[config.mk]
export PLATFORM = sky130hd
export DESIGN_NAME = fft_stage_sequencer_flat
export DESIGN_NICKNAME = d
export VERILOG_FILES = /design/src/rtl/fft_stage_sequencer_pkg.sv /design/src/rtl/fft_stage_sequencer_if.sv /design/src/rtl/fft_watchdog.sv /design/src/rtl/fft_stage_sequencer.sv /design/src/flat_wrapper.sv
export SDC_FILE = /design/constraint.sdc
export NUM_CORES = 1
export LEC_CHECK = 0
export CAP_MARGIN = 5
export CORE_ASPECT_RATIO = 0.9
export CORE_UTILIZATION = 35
export DETAILED_ROUTE_END_ITERATION = 6
export PLACE_DENSITY = 0.6
export REMOVE_ABC_BUFFERS = 1
export SYNTH_ARGS = -nofsm -noshare
export SYNTH_HDL_FRONTEND = slang
export SYNTH_SLANG_ARGS = --single-unit
[constraint.sdc]
create_clock -name i_CLK -period 3.55 [get_ports i_CLK]
set_clock_uncertainty 0.2 [all_clocks]
set_input_delay 0.71 -clock i_CLK [delete_from_list [all_inputs] [get_ports i_CLK]]
set_output_delay 0.71 -clock i_CLK [all_outputs]
set_load 0.05 [all_outputs]
[src/rtl/fft_stage_sequencer_pkg.sv]
// ---------------------------------------------------------------------------
// fft_stage_sequencer_pkg
// Shared types and derived constants for the FFT stage sequencer.
// Rev 1.0 - initial release
// ---------------------------------------------------------------------------
`default_nettype none

package fft_stage_sequencer_pkg;

  typedef enum logic [2:0] {
    ST_IDLE     = 3'd0,
    ST_SCRAMBLE = 3'd1,
    ST_LAUNCH   = 3'd2,
    ST_RUN      = 3'd3,
    ST_FINISH   = 3'd4,
    ST_ERROR    = 3'd5
  } seq_state_t;

  // Number of radix-2 butterfly stages for a transform of fft_size points.
  function automatic int calc_num_stages(input int fft_size);
    return $clog2(fft_size);
  endfunction

  // Width of the stage index; never narrower than one bit.
  function automatic int calc_stage_w(input int fft_size);
    int n;
    n = $clog2(fft_size);
    return (n <= 2) ? 1 : $clog2(n);
  endfunction

  // The two ping-pong banks start at word 0 and at word fft_size.
  localparam int BANK_LO = 0;

  function automatic int bank_hi(input int fft_size);
    return fft_size;
  endfunction

endpackage

`default_nettype wire

[src/rtl/fft_stage_sequencer_if.sv]
// ---------------------------------------------------------------------------
// fft_stage_sequencer_if
// Control/status bundle between the sequencer and its sub-blocks/host.
// Rev 1.0 - initial release
// ---------------------------------------------------------------------------
`default_nettype none

interface fft_stage_sequencer_if
  import fft_stage_sequencer_pkg::*;
#(
  parameter int FFT_SIZE  = 4,
  parameter int ADDR_SIZE = 5
) ();

  localparam int STAGE_W = calc_stage_w(FFT_SIZE);

  logic                 i_start;
  logic                 i_scr_done;
  logic                 i_bfly_done;
  logic                 o_scr_rst;
  logic                 o_bfly_rst;
  logic                 o_mem_sel;
  logic [STAGE_W-1:0]   o_stage;
  logic [ADDR_SIZE-1:0] o_rd_base;
  logic [ADDR_SIZE-1:0] o_wr_base;
  logic                 o_busy;
  logic                 o_done;
  logic                 o_error;

  // Sequencer side.
  modport master (
    input  i_start, i_scr_done, i_bfly_done,
    output o_scr_rst, o_bfly_rst, o_mem_sel, o_stage,
    output o_rd_base, o_wr_base, o_busy, o_done, o_error
  );

  // Host / sub-block side.
  modport slave (
    output i_start, i_scr_done, i_bfly_done,
    input  o_scr_rst, o_bfly_rst, o_mem_sel, o_stage,
    input  o_rd_base, o_wr_base, o_busy, o_done, o_error
  );

endinterface

`default_nettype wire

[src/rtl/fft_watchdog.sv]
// ---------------------------------------------------------------------------
// fft_watchdog
// Clearable, enabled saturating cycle counter. "expired" is raised during
// the TIMEOUT-th enabled cycle since the last clear.
// Rev 1.0 - initial release
// ---------------------------------------------------------------------------
`default_nettype none

module fft_watchdog #(
  parameter int TIMEOUT = 1024
) (
  input  wire logic i_CLK,
  input  wire logic i_RST,
  input  wire logic clear,
  input  wire logic enable,
  output logic      expired
);

  localparam int               CNT_W = $clog2(TIMEOUT + 1);
  localparam logic [CNT_W-1:0] LAST  = CNT_W'(TIMEOUT - 1);
  localparam logic [CNT_W-1:0] SAT   = CNT_W'(TIMEOUT);

  logic [CNT_W-1:0] count;

  // Count enabled cycles, holding at TIMEOUT so the flag cannot wrap away.
  always_ff @(posedge i_CLK or posedge i_RST) begin
    if (i_RST) begin
      count <= '0;
    end else if (clear) begin
      count <= '0;
    end else if (enable && (count != SAT)) begin
      count <= count + CNT_W'(1);
    end
  end

  assign expired = enable && (count >= LAST);

endmodule

`default_nettype wire

[src/rtl/fft_stage_sequencer.sv]
// ---------------------------------------------------------------------------
// fft_stage_sequencer
// Sequences bit-reverse scramble then log2(N) butterfly stages over two
// ping-pong memory banks, with a per-sub-stage watchdog.
// Rev 1.0 - initial release
// ---------------------------------------------------------------------------
`default_nettype none

module fft_stage_sequencer
  import fft_stage_sequencer_pkg::*;
#(
  parameter int FFT_SIZE  = 4,
  parameter int ADDR_SIZE = 5,
  parameter int TIMEOUT   = 1024
) (
  input  wire logic             i_CLK,
  input  wire logic             i_RST,
  fft_stage_sequencer_if.master bus
);

  localparam int NUM_STAGES = calc_num_stages(FFT_SIZE);
  localparam int STAGE_W    = calc_stage_w(FFT_SIZE);

  localparam logic [STAGE_W-1:0]   LAST_STAGE = STAGE_W'(NUM_STAGES - 1);
  localparam logic [ADDR_SIZE-1:0] BASE_LO    = ADDR_SIZE'(BANK_LO);
  localparam logic [ADDR_SIZE-1:0] BASE_HI    = ADDR_SIZE'(bank_hi(FFT_SIZE));

  seq_state_t           state, state_next;
  logic                 scr_rst, scr_rst_next;
  logic                 bfly_rst, bfly_rst_next;
  logic                 mem_sel, mem_sel_next;
  logic [STAGE_W-1:0]   stage, stage_next;
  logic [ADDR_SIZE-1:0] rd_base, rd_base_next;
  logic [ADDR_SIZE-1:0] wr_base, wr_base_next;
  logic                 busy, busy_next;
  logic                 done, done_next;
  logic                 error, error_next;
  logic                 wd_clear, wd_enable, wd_expired;

  fft_watchdog #(
    .TIMEOUT (TIMEOUT)
  ) u_watchdog (
    .i_CLK   (i_CLK),
    .i_RST   (i_RST),
    .clear   (wd_clear),
    .enable  (wd_enable),
    .expired (wd_expired)
  );

  // State and every output are registered; reset forces the idle picture.
  always_ff @(posedge i_CLK or posedge i_RST) begin
    if (i_RST) begin
      state    <= ST_IDLE;
      scr_rst  <= 1'b1;
      bfly_rst <= 1'b1;
      mem_sel  <= 1'b0;
      stage    <= '0;
      rd_base  <= BASE_LO;
      wr_base  <= BASE_HI;
      busy     <= 1'b0;
      done     <= 1'b0;
      error    <= 1'b0;
    end else begin
      state    <= state_next;
      scr_rst  <= scr_rst_next;
      bfly_rst <= bfly_rst_next;
      mem_sel  <= mem_sel_next;
      stage    <= stage_next;
      rd_base  <= rd_base_next;
      wr_base  <= wr_base_next;
      busy     <= busy_next;
      done     <= done_next;
      error    <= error_next;
    end
  end

  // Next-state and next-output decisions; a done flag beats a same-cycle timeout.
  always_comb begin
    state_next    = state;
    scr_rst_next  = scr_rst;
    bfly_rst_next = bfly_rst;
    mem_sel_next  = mem_sel;
    stage_next    = stage;
    rd_base_next  = rd_base;
    wr_base_next  = wr_base;
    busy_next     = busy;
    done_next     = 1'b0;
    error_next    = error;
    wd_clear      = 1'b0;
    wd_enable     = 1'b0;

    case (state)
      ST_IDLE, ST_ERROR: begin
        if (bus.i_start) begin
          state_next    = ST_SCRAMBLE;
          scr_rst_next  = 1'b0;
          bfly_rst_next = 1'b1;
          mem_sel_next  = 1'b0;
          rd_base_next  = BASE_LO;
          wr_base_next  = BASE_HI;
          busy_next     = 1'b1;
          error_next    = 1'b0;
          wd_clear      = 1'b1;
        end
      end

      ST_SCRAMBLE: begin
        wd_enable = 1'b1;
        if (bus.i_scr_done) begin
          state_next   = ST_LAUNCH;
          scr_rst_next = 1'b1;
          stage_next   = '0;
          rd_base_next = BASE_HI;
          wr_base_next = BASE_LO;
          mem_sel_next = 1'b1;
        end else if (wd_expired) begin
          state_next    = ST_ERROR;
          scr_rst_next  = 1'b1;
          bfly_rst_next = 1'b1;
          error_next    = 1'b1;
          busy_next     = 1'b0;
        end
      end

      // One idle cycle for the butterfly engine before it is released.
      ST_LAUNCH: begin
        state_next    = ST_RUN;
        bfly_rst_next = 1'b0;
        wd_clear      = 1'b1;
      end

      ST_RUN: begin
        wd_enable = 1'b1;
        if (bus.i_bfly_done) begin
          bfly_rst_next = 1'b1;
          rd_base_next  = wr_base;
          wr_base_next  = rd_base;
          if (stage == LAST_STAGE) begin
            state_next = ST_FINISH;
            done_next  = 1'b1;
            busy_next  = 1'b0;
          end else begin
            state_next = ST_LAUNCH;
            stage_next = stage + STAGE_W'(1);
          end
        end else if (wd_expired) begin
          state_next    = ST_ERROR;
          scr_rst_next  = 1'b1;
          bfly_rst_next = 1'b1;
          error_next    = 1'b1;
          busy_next     = 1'b0;
        end
      end

      ST_FINISH: begin
        state_next = ST_IDLE;
      end

      default: begin
        state_next = ST_IDLE;
      end
    endcase
  end

  assign bus.o_scr_rst  = scr_rst;
  assign bus.o_bfly_rst = bfly_rst;
  assign bus.o_mem_sel  = mem_sel;
  assign bus.o_stage    = stage;
  assign bus.o_rd_base  = rd_base;
  assign bus.o_wr_base  = wr_base;
  assign bus.o_busy     = busy;
  assign bus.o_done     = done;
  assign bus.o_error    = error;

endmodule

`default_nettype wire
[src/flat_wrapper.sv]
// flat-port wrapper written by rule: the top's interface ports become plain ports
module fft_stage_sequencer_flat import fft_stage_sequencer_pkg::*;
#(
  parameter int FFT_SIZE  = 4,
  parameter int ADDR_SIZE = 5,
  parameter int TIMEOUT   = 1024
)
  (i_CLK, i_RST, bus_i_start, bus_i_scr_done, bus_i_bfly_done, bus_o_scr_rst, bus_o_bfly_rst, bus_o_mem_sel, bus_o_stage, bus_o_rd_base, bus_o_wr_base, bus_o_busy, bus_o_done, bus_o_error);
  fft_stage_sequencer_if #(.FFT_SIZE(FFT_SIZE), .ADDR_SIZE(ADDR_SIZE)) bus_i ();
  input  wire logic i_CLK;
  input  wire logic i_RST;
  input wire logic [$bits(bus_i.i_start)-1:0] bus_i_start;
  input wire logic [$bits(bus_i.i_scr_done)-1:0] bus_i_scr_done;
  input wire logic [$bits(bus_i.i_bfly_done)-1:0] bus_i_bfly_done;
  output wire logic [$bits(bus_i.o_scr_rst)-1:0] bus_o_scr_rst;
  output wire logic [$bits(bus_i.o_bfly_rst)-1:0] bus_o_bfly_rst;
  output wire logic [$bits(bus_i.o_mem_sel)-1:0] bus_o_mem_sel;
  output wire logic [$bits(bus_i.o_stage)-1:0] bus_o_stage;
  output wire logic [$bits(bus_i.o_rd_base)-1:0] bus_o_rd_base;
  output wire logic [$bits(bus_i.o_wr_base)-1:0] bus_o_wr_base;
  output wire logic [$bits(bus_i.o_busy)-1:0] bus_o_busy;
  output wire logic [$bits(bus_i.o_done)-1:0] bus_o_done;
  output wire logic [$bits(bus_i.o_error)-1:0] bus_o_error;
  assign bus_i.i_start = bus_i_start;
  assign bus_i.i_scr_done = bus_i_scr_done;
  assign bus_i.i_bfly_done = bus_i_bfly_done;
  assign bus_o_scr_rst = bus_i.o_scr_rst;
  assign bus_o_bfly_rst = bus_i.o_bfly_rst;
  assign bus_o_mem_sel = bus_i.o_mem_sel;
  assign bus_o_stage = bus_i.o_stage;
  assign bus_o_rd_base = bus_i.o_rd_base;
  assign bus_o_wr_base = bus_i.o_wr_base;
  assign bus_o_busy = bus_i.o_busy;
  assign bus_o_done = bus_i.o_done;
  assign bus_o_error = bus_i.o_error;
  fft_stage_sequencer #(.FFT_SIZE(FFT_SIZE), .ADDR_SIZE(ADDR_SIZE), .TIMEOUT(TIMEOUT)) u_core (.i_CLK(i_CLK), .i_RST(i_RST), .bus(bus_i));
endmodule
Word-level counts from Yosys, hierarchy flattened
Cells that the tools add are included.
{ "word_totals": {"regBits": 31, "in_bits": 5, "output_inout_bits": 17, "wordCells": 89} }
{ "classes": {"addsub": 2, "n_lt_le_gt_ge": 1, "eq_ne": 11, "muxes": 47, "n_reduce_logical": 17} }
{ "ops": {"columns": ["op", "n"], "rows": [
  ["two-way mux 5 bit", 6],
  ["one-hot mux 5 bit (3 select lines)", 2],
  ["two-way mux 1 bit", 24],
  ["two-way mux 11 bit", 2],
  ["two-way mux 3 bit", 5],
  ["one-hot mux 3 bit (4 select lines)", 1],
  ["AND reduction 3 bit", 4],
  ["AND reduction 4 bit", 3],
  ["adder 11 x 1 -> 11 bit (second input constant)", 1],
  ["greater-or-equal comparator 11 x 10 -> 1 bit (second input constant)", 1],
  ["inequality test 11 bit (second input constant)", 1],
  ["inequality test 2 bit (second input constant)", 5],
  ["one-hot mux 1 bit (3 select lines)", 3],
  ["== test 3 x 2 -> 1 bit (second input constant)", 2],
  ["one-hot mux 1 bit (2 select lines)", 3],
  ["nonzero test 2 bit", 3],
  ["one-hot mux 1 bit (4 select lines)", 1],
  ["nonzero test 4 bit", 1],
  ["OR reduction 2 bit", 2],
  ["== test 3 x 1 -> 1 bit (second input constant)", 1],
  ["== test 3 bit (second input constant)", 1],
  ["logical NOT 3 bit", 1],
  ["inequality test 3 x 2 -> 1 bit (second input constant)", 1],
  ["nonzero test 3 bit", 1],
  ["other kinds (2)", 3]
]} }

Logic depth before layout (Yosys ltp)
{ "depth": {"word_depth": 7, "ltp_mapped": 6, "mapped_depth_nobuf": 6} }

By module
A second synthesis with hierarchy kept.
{ "hier_totals": {"hier_cells": 168, "area_unflattened_um2": 1644.1} }
{ "by_module_without_submodules": {"columns": ["module", "instances", "cells_each", "area_per_inst_um2", "seq_area_each_um2"], "rows": [
  ["fft_stage_sequencer", 1, 99, 996.0, 504.2],
  ["fft_watchdog", 1, 69, 648.1, 275.3]
]} }

Worst setup path after synthesis
No wires, ideal clock.
{ "synth_path": {"path_type": "input to register", "startpoint": "input bus_i_start", "endpoint": "register u_core.u_watchdog.count[0]", "t_arrival_ns": 1.474, "required_time_ns": 3.286, "slack_ns": 1.812, "cell_stages": 5, "cell_sequence": "and3b_1 -> a22o_1 -> buf_6 -> nor3_2 -> a21o_1"} }
{ "synth_between": {"elab_chain_len": 3, "elab_cells_between_ends": 4} }
{ "synth_lines": {"columns": ["item", "line", "source"], "rows": [
  ["from (decl)", "flat_wrapper.sv:12", "input wire logic [$bits(bus_i.i_start)-1:0] bus_i_start;"],
  ["two-way mux 1 bit (*)", "fft_stage_sequencer.sv:94", "if (bus.i_start) begin"],
  ["one-hot mux 1 bit (2 select lines) (*)", "fft_stage_sequencer.sv:92", "case (state)"],
  ["two-way mux 11 bit / nonzero test 2 bit (equally long branches)", null, null],
  ["to (signal assigned)", "fft_watchdog.sv:32", "count <= count + CNT_W'(1);"],
  ["to (decl)", "fft_watchdog.sv:23", "logic [CNT_W-1:0] count;"]
]} }
Mark *: on every way between the ends. The rest lies on a longest branch, timed or not.
A chain may end at the register's enable or synchronous reset.

Worst setup path after layout
{ "layout_path": {"startpoint": "register u_core.bfly_rst, in the netlist u_core.bus.o_bfly_rst", "endpoint": "output bus_o_bfly_rst"} }
{ "layout_rtl": {"columns": ["item", "line", "source"], "rows": [
  ["from (decl)", "fft_stage_sequencer.sv:30", "logic bfly_rst, bfly_rst_next;"],
  ["from (signal assigned)", "fft_stage_sequencer.sv:66", "bfly_rst <= bfly_rst_next;"],
  ["to (decl)", "flat_wrapper.sv:16", "output wire logic [$bits(bus_i.o_bfly_rst)-1:0] bus_o_bfly_rst;"]
]} }
No word-level cell between the ends.

==> impl_metrics.ini <==
[outcome]
outcome = finished clean

[cts]
ctsHoldBuffers = 0
clk_pin_slew_ns = 0.06
clock-sinks = 31
h-tree-depth = 2
post_cts_buffers = 0
cts_resized = 0
insertion_delay_ns = 0.28
cts.path.max_buffers = 2
numCtsBuffers = 5
cts_tree = yes
cts_root_buf = clkbuf_8

[setup_path]
cp-start-kind = flop
cp_data_arrival_time_ns = 1.65
crit_slowest_cell = clkdlybuf4s50_1
cp-startpoint = u_core.bus.o_bfly_rst
cp_top_family = buffers and inverters
required_ns = 2.64
cp_slowest_stage_delay_ns = 0.81
ff2ff_path_depth = 4
critical_path_depth = 1
end_kind = output port
cp_num_buf_inv = 1
path_cells = clkdlybuf4s50_1
reg2reg_from = u_core.state[1]
reg2reg_setup_slack_ns = 1.35
path_class = reg2out
critPathMaxFanout = 4

[global_routing]
antenna_found_initial = 0
grt_pass1_vias = 1173
grt_pass1_wl_um = 6060
overflow = 0
grt_max_degree = 32
grt_use_total = 0.168

[pwr]
swShare = 0.463
peakVddDrop_mv = 0.331
pwr_density_cell_nw_per_um2 = 768
power_mw = 1.54
netSwitchingPower_uw = 713
p_seq_frac = 0.372
p_leak_nw = 0.883
p_int_uw = 829
clkPwrFrac = 0.170
combPwrFrac = 0.457

[die]
die_area_sq_um = 5100
core_area_sq_um = 4550
placementRows = 23
dieWidth_um = 75.2
start_util = 0.371
die_height_um = 67.9
ioPinCount = 22

[synth]
synthTopCellsByArea = dfrtp_1 42%, dfstp_2 4.7%, nand4_1 4.5%
synthTopCellsByCount = 28 x dfrtp_1, 15 x inv_1, 15 x nand2_1
synth_edf_count = 0
synth-seq-cells = 31
yosysMostFrequentCell = dfrtp_1
yosys_warnings = 0
yosysTopAreaCellShare = 0.415
mappedNetlistArea_sq_um = 1690
yosysTopAreaCell = dfrtp_1
synth_cells = 170
synth_flop_cell = dfrtp_1
synth_cell_types = 46
synthArstFlopShare = 1.00
syn-mean-instance-area_sq_um = 9.92
yosysSeqAreaShare = 0.462

[route]
first_pass_iters = 4
wl_per_cell_um = 14.7
routed_via_density = 5.24
drcViolationCount = 0
drt_iter0_drc = 101
drtAntennaViolNets = 0
vias = 1337
wl_um = 3750

[sta]
finalHoldViolations = 0
worst_slew_pin_slew_ns = 0.624
grt_setup_unrepaired = false
slew-limit-headroom = 0.584
finalCritPeriodShare = 0.722
finalSetupViolCount = 0
max_freq_ghz = 0.390
fin_crit_ns = 2.56
slew_violations = 0
setup_tns_ns = 0

[final_layout]
fin_nets = 199
drive_gt1_frac = 0.109
n_antenna_cell = 0
multiInputGateArea_sq_um = 797
syn_to_final_growth_pct = 19.1
regArea_sq_um = 779
nFillCells = 466

[flow_run]
drv_cap = 0

[min_path]
hold_path.class = reg2reg
min_from = u_core.bus.o_error
holdPathStages = 1

[placement]
dp_hpwl_um = 2630
gp_congestion = 0.797
io_buffers = 21
-- registers in the layout, summed over array words and instances, names as in the netlist --
signal,cells
u_core.bus.o_error,1
u_core.bus.o_bfly_rst,1
u_core.bus.o_scr_rst,1
u_core.bus.o_mem_sel,1
u_core.bus.o_busy,1
u_core.u_watchdog.count,11
u_core.bus.o_stage,1
u_core.bus.o_done,1
u_core.bus.o_rd_base,5
u_core.state,3
u_core.bus.o_wr_base,5
-- through the flow --
stage	cells	worst slack [ns]	instance area (sq um)	util	hold WS (ns)
2_1_floorplan	163	1.73	1630	-	0.325
3_3_place_gp	247	1.04	1930	0.424	0.265
3_5_place_dp	247	0.966	1930	0.424	0.270
4_1_cts	255	0.976	2010	0.442	0.285
5_1_grt	255	0.945	2010	0.442	0.300
6_report	255	0.988	2010	0.442	0.282
-- metal layers --
layer / GRT usage / part of all wire / wire length (um) / vias to the layer above
met5: 0 / 0 / 0 / -
met4: 0.0833 / 0.013 / 49 / 0
met3: 0.0501 / 0.043 / 162 / 4
met2: 0.224 / 0.45 / 1670 / 31
met1: 0.244 / 0.50 / 1870 / 656
li1: - / - / - / 646
-- final timing paths --
| kind | end |
|---|---|
| worst min register to register | u_core.bus.o_error |
| worst min-delay path | u_core.bus.o_error |
| worst max register to register | u_core.bus.o_rd_base[1] |
| min in group asynchronous | u_core.bus.o_rd_base[0] |
| worst max-delay path | bus_o_bfly_rst |
| max in group asynchronous | u_core.bus.o_wr_base[2] |
-- kinds of logic (layout without fill, tap and decap cells) --
logic type	count (synthesis)	count (layout)	synth area share
and+or+nand+nor	68	68	0.245
muxes	1	1	0.00668
DFF	31	31	0.462
xor gates and xnor gates	7	7	0.0364
AOI/OAI and AO/OA	39	39	0.170
buffers and inverters	22	45	0.0653
adders and majority gates	2	2	0.0148
-- cell type report --
cell class / instances / area share
multi-input cells: 117 / 0.397
flip-flops and latches: 31 / 0.388
clock buffers: 8 / 0.0399
inverters: 15 / 0.0280
repair buffers: 22 / 0.108
well taps: 62 / 0.0386
-- power groups by stage --
| stage | clock network, mW | logic [mW] | registers, mW |
|---|---|---|---|
| after global routing | 0.289 | 0.770 | 0.592 |
| after CTS | 0.271 | 0.707 | 0.571 |
| final | 0.263 | 0.705 | 0.574 |
| after floorplan | 0 | 0.362 | 0.697 |
| after detailed placement | 0 | 0.703 | 0.579 |
| after global placement | 0 | 0.683 | 0.573 |
-- placed cells by master (no fill, tap or decap), types with 2 or more instances in the layout --
cell	n
nand2b_1	4
nand2_1	15
a21o_1	4
a211oi_1	2
inv_1	15
and3_1	3
ha_1	2
nand4_1	12
clkbuf_8	5
a21oi_1	9
xnor2_1	3
nand3_1	3
clkbuf_1	3
xor2_1	4
nor4_4	2
o21ai_0	13
dfrtp_1	28
clkdlybuf4s50_1	21
nor2_1	14
dfstp_2	3
nor3_1	3
(Power assumes the default switching activity.)
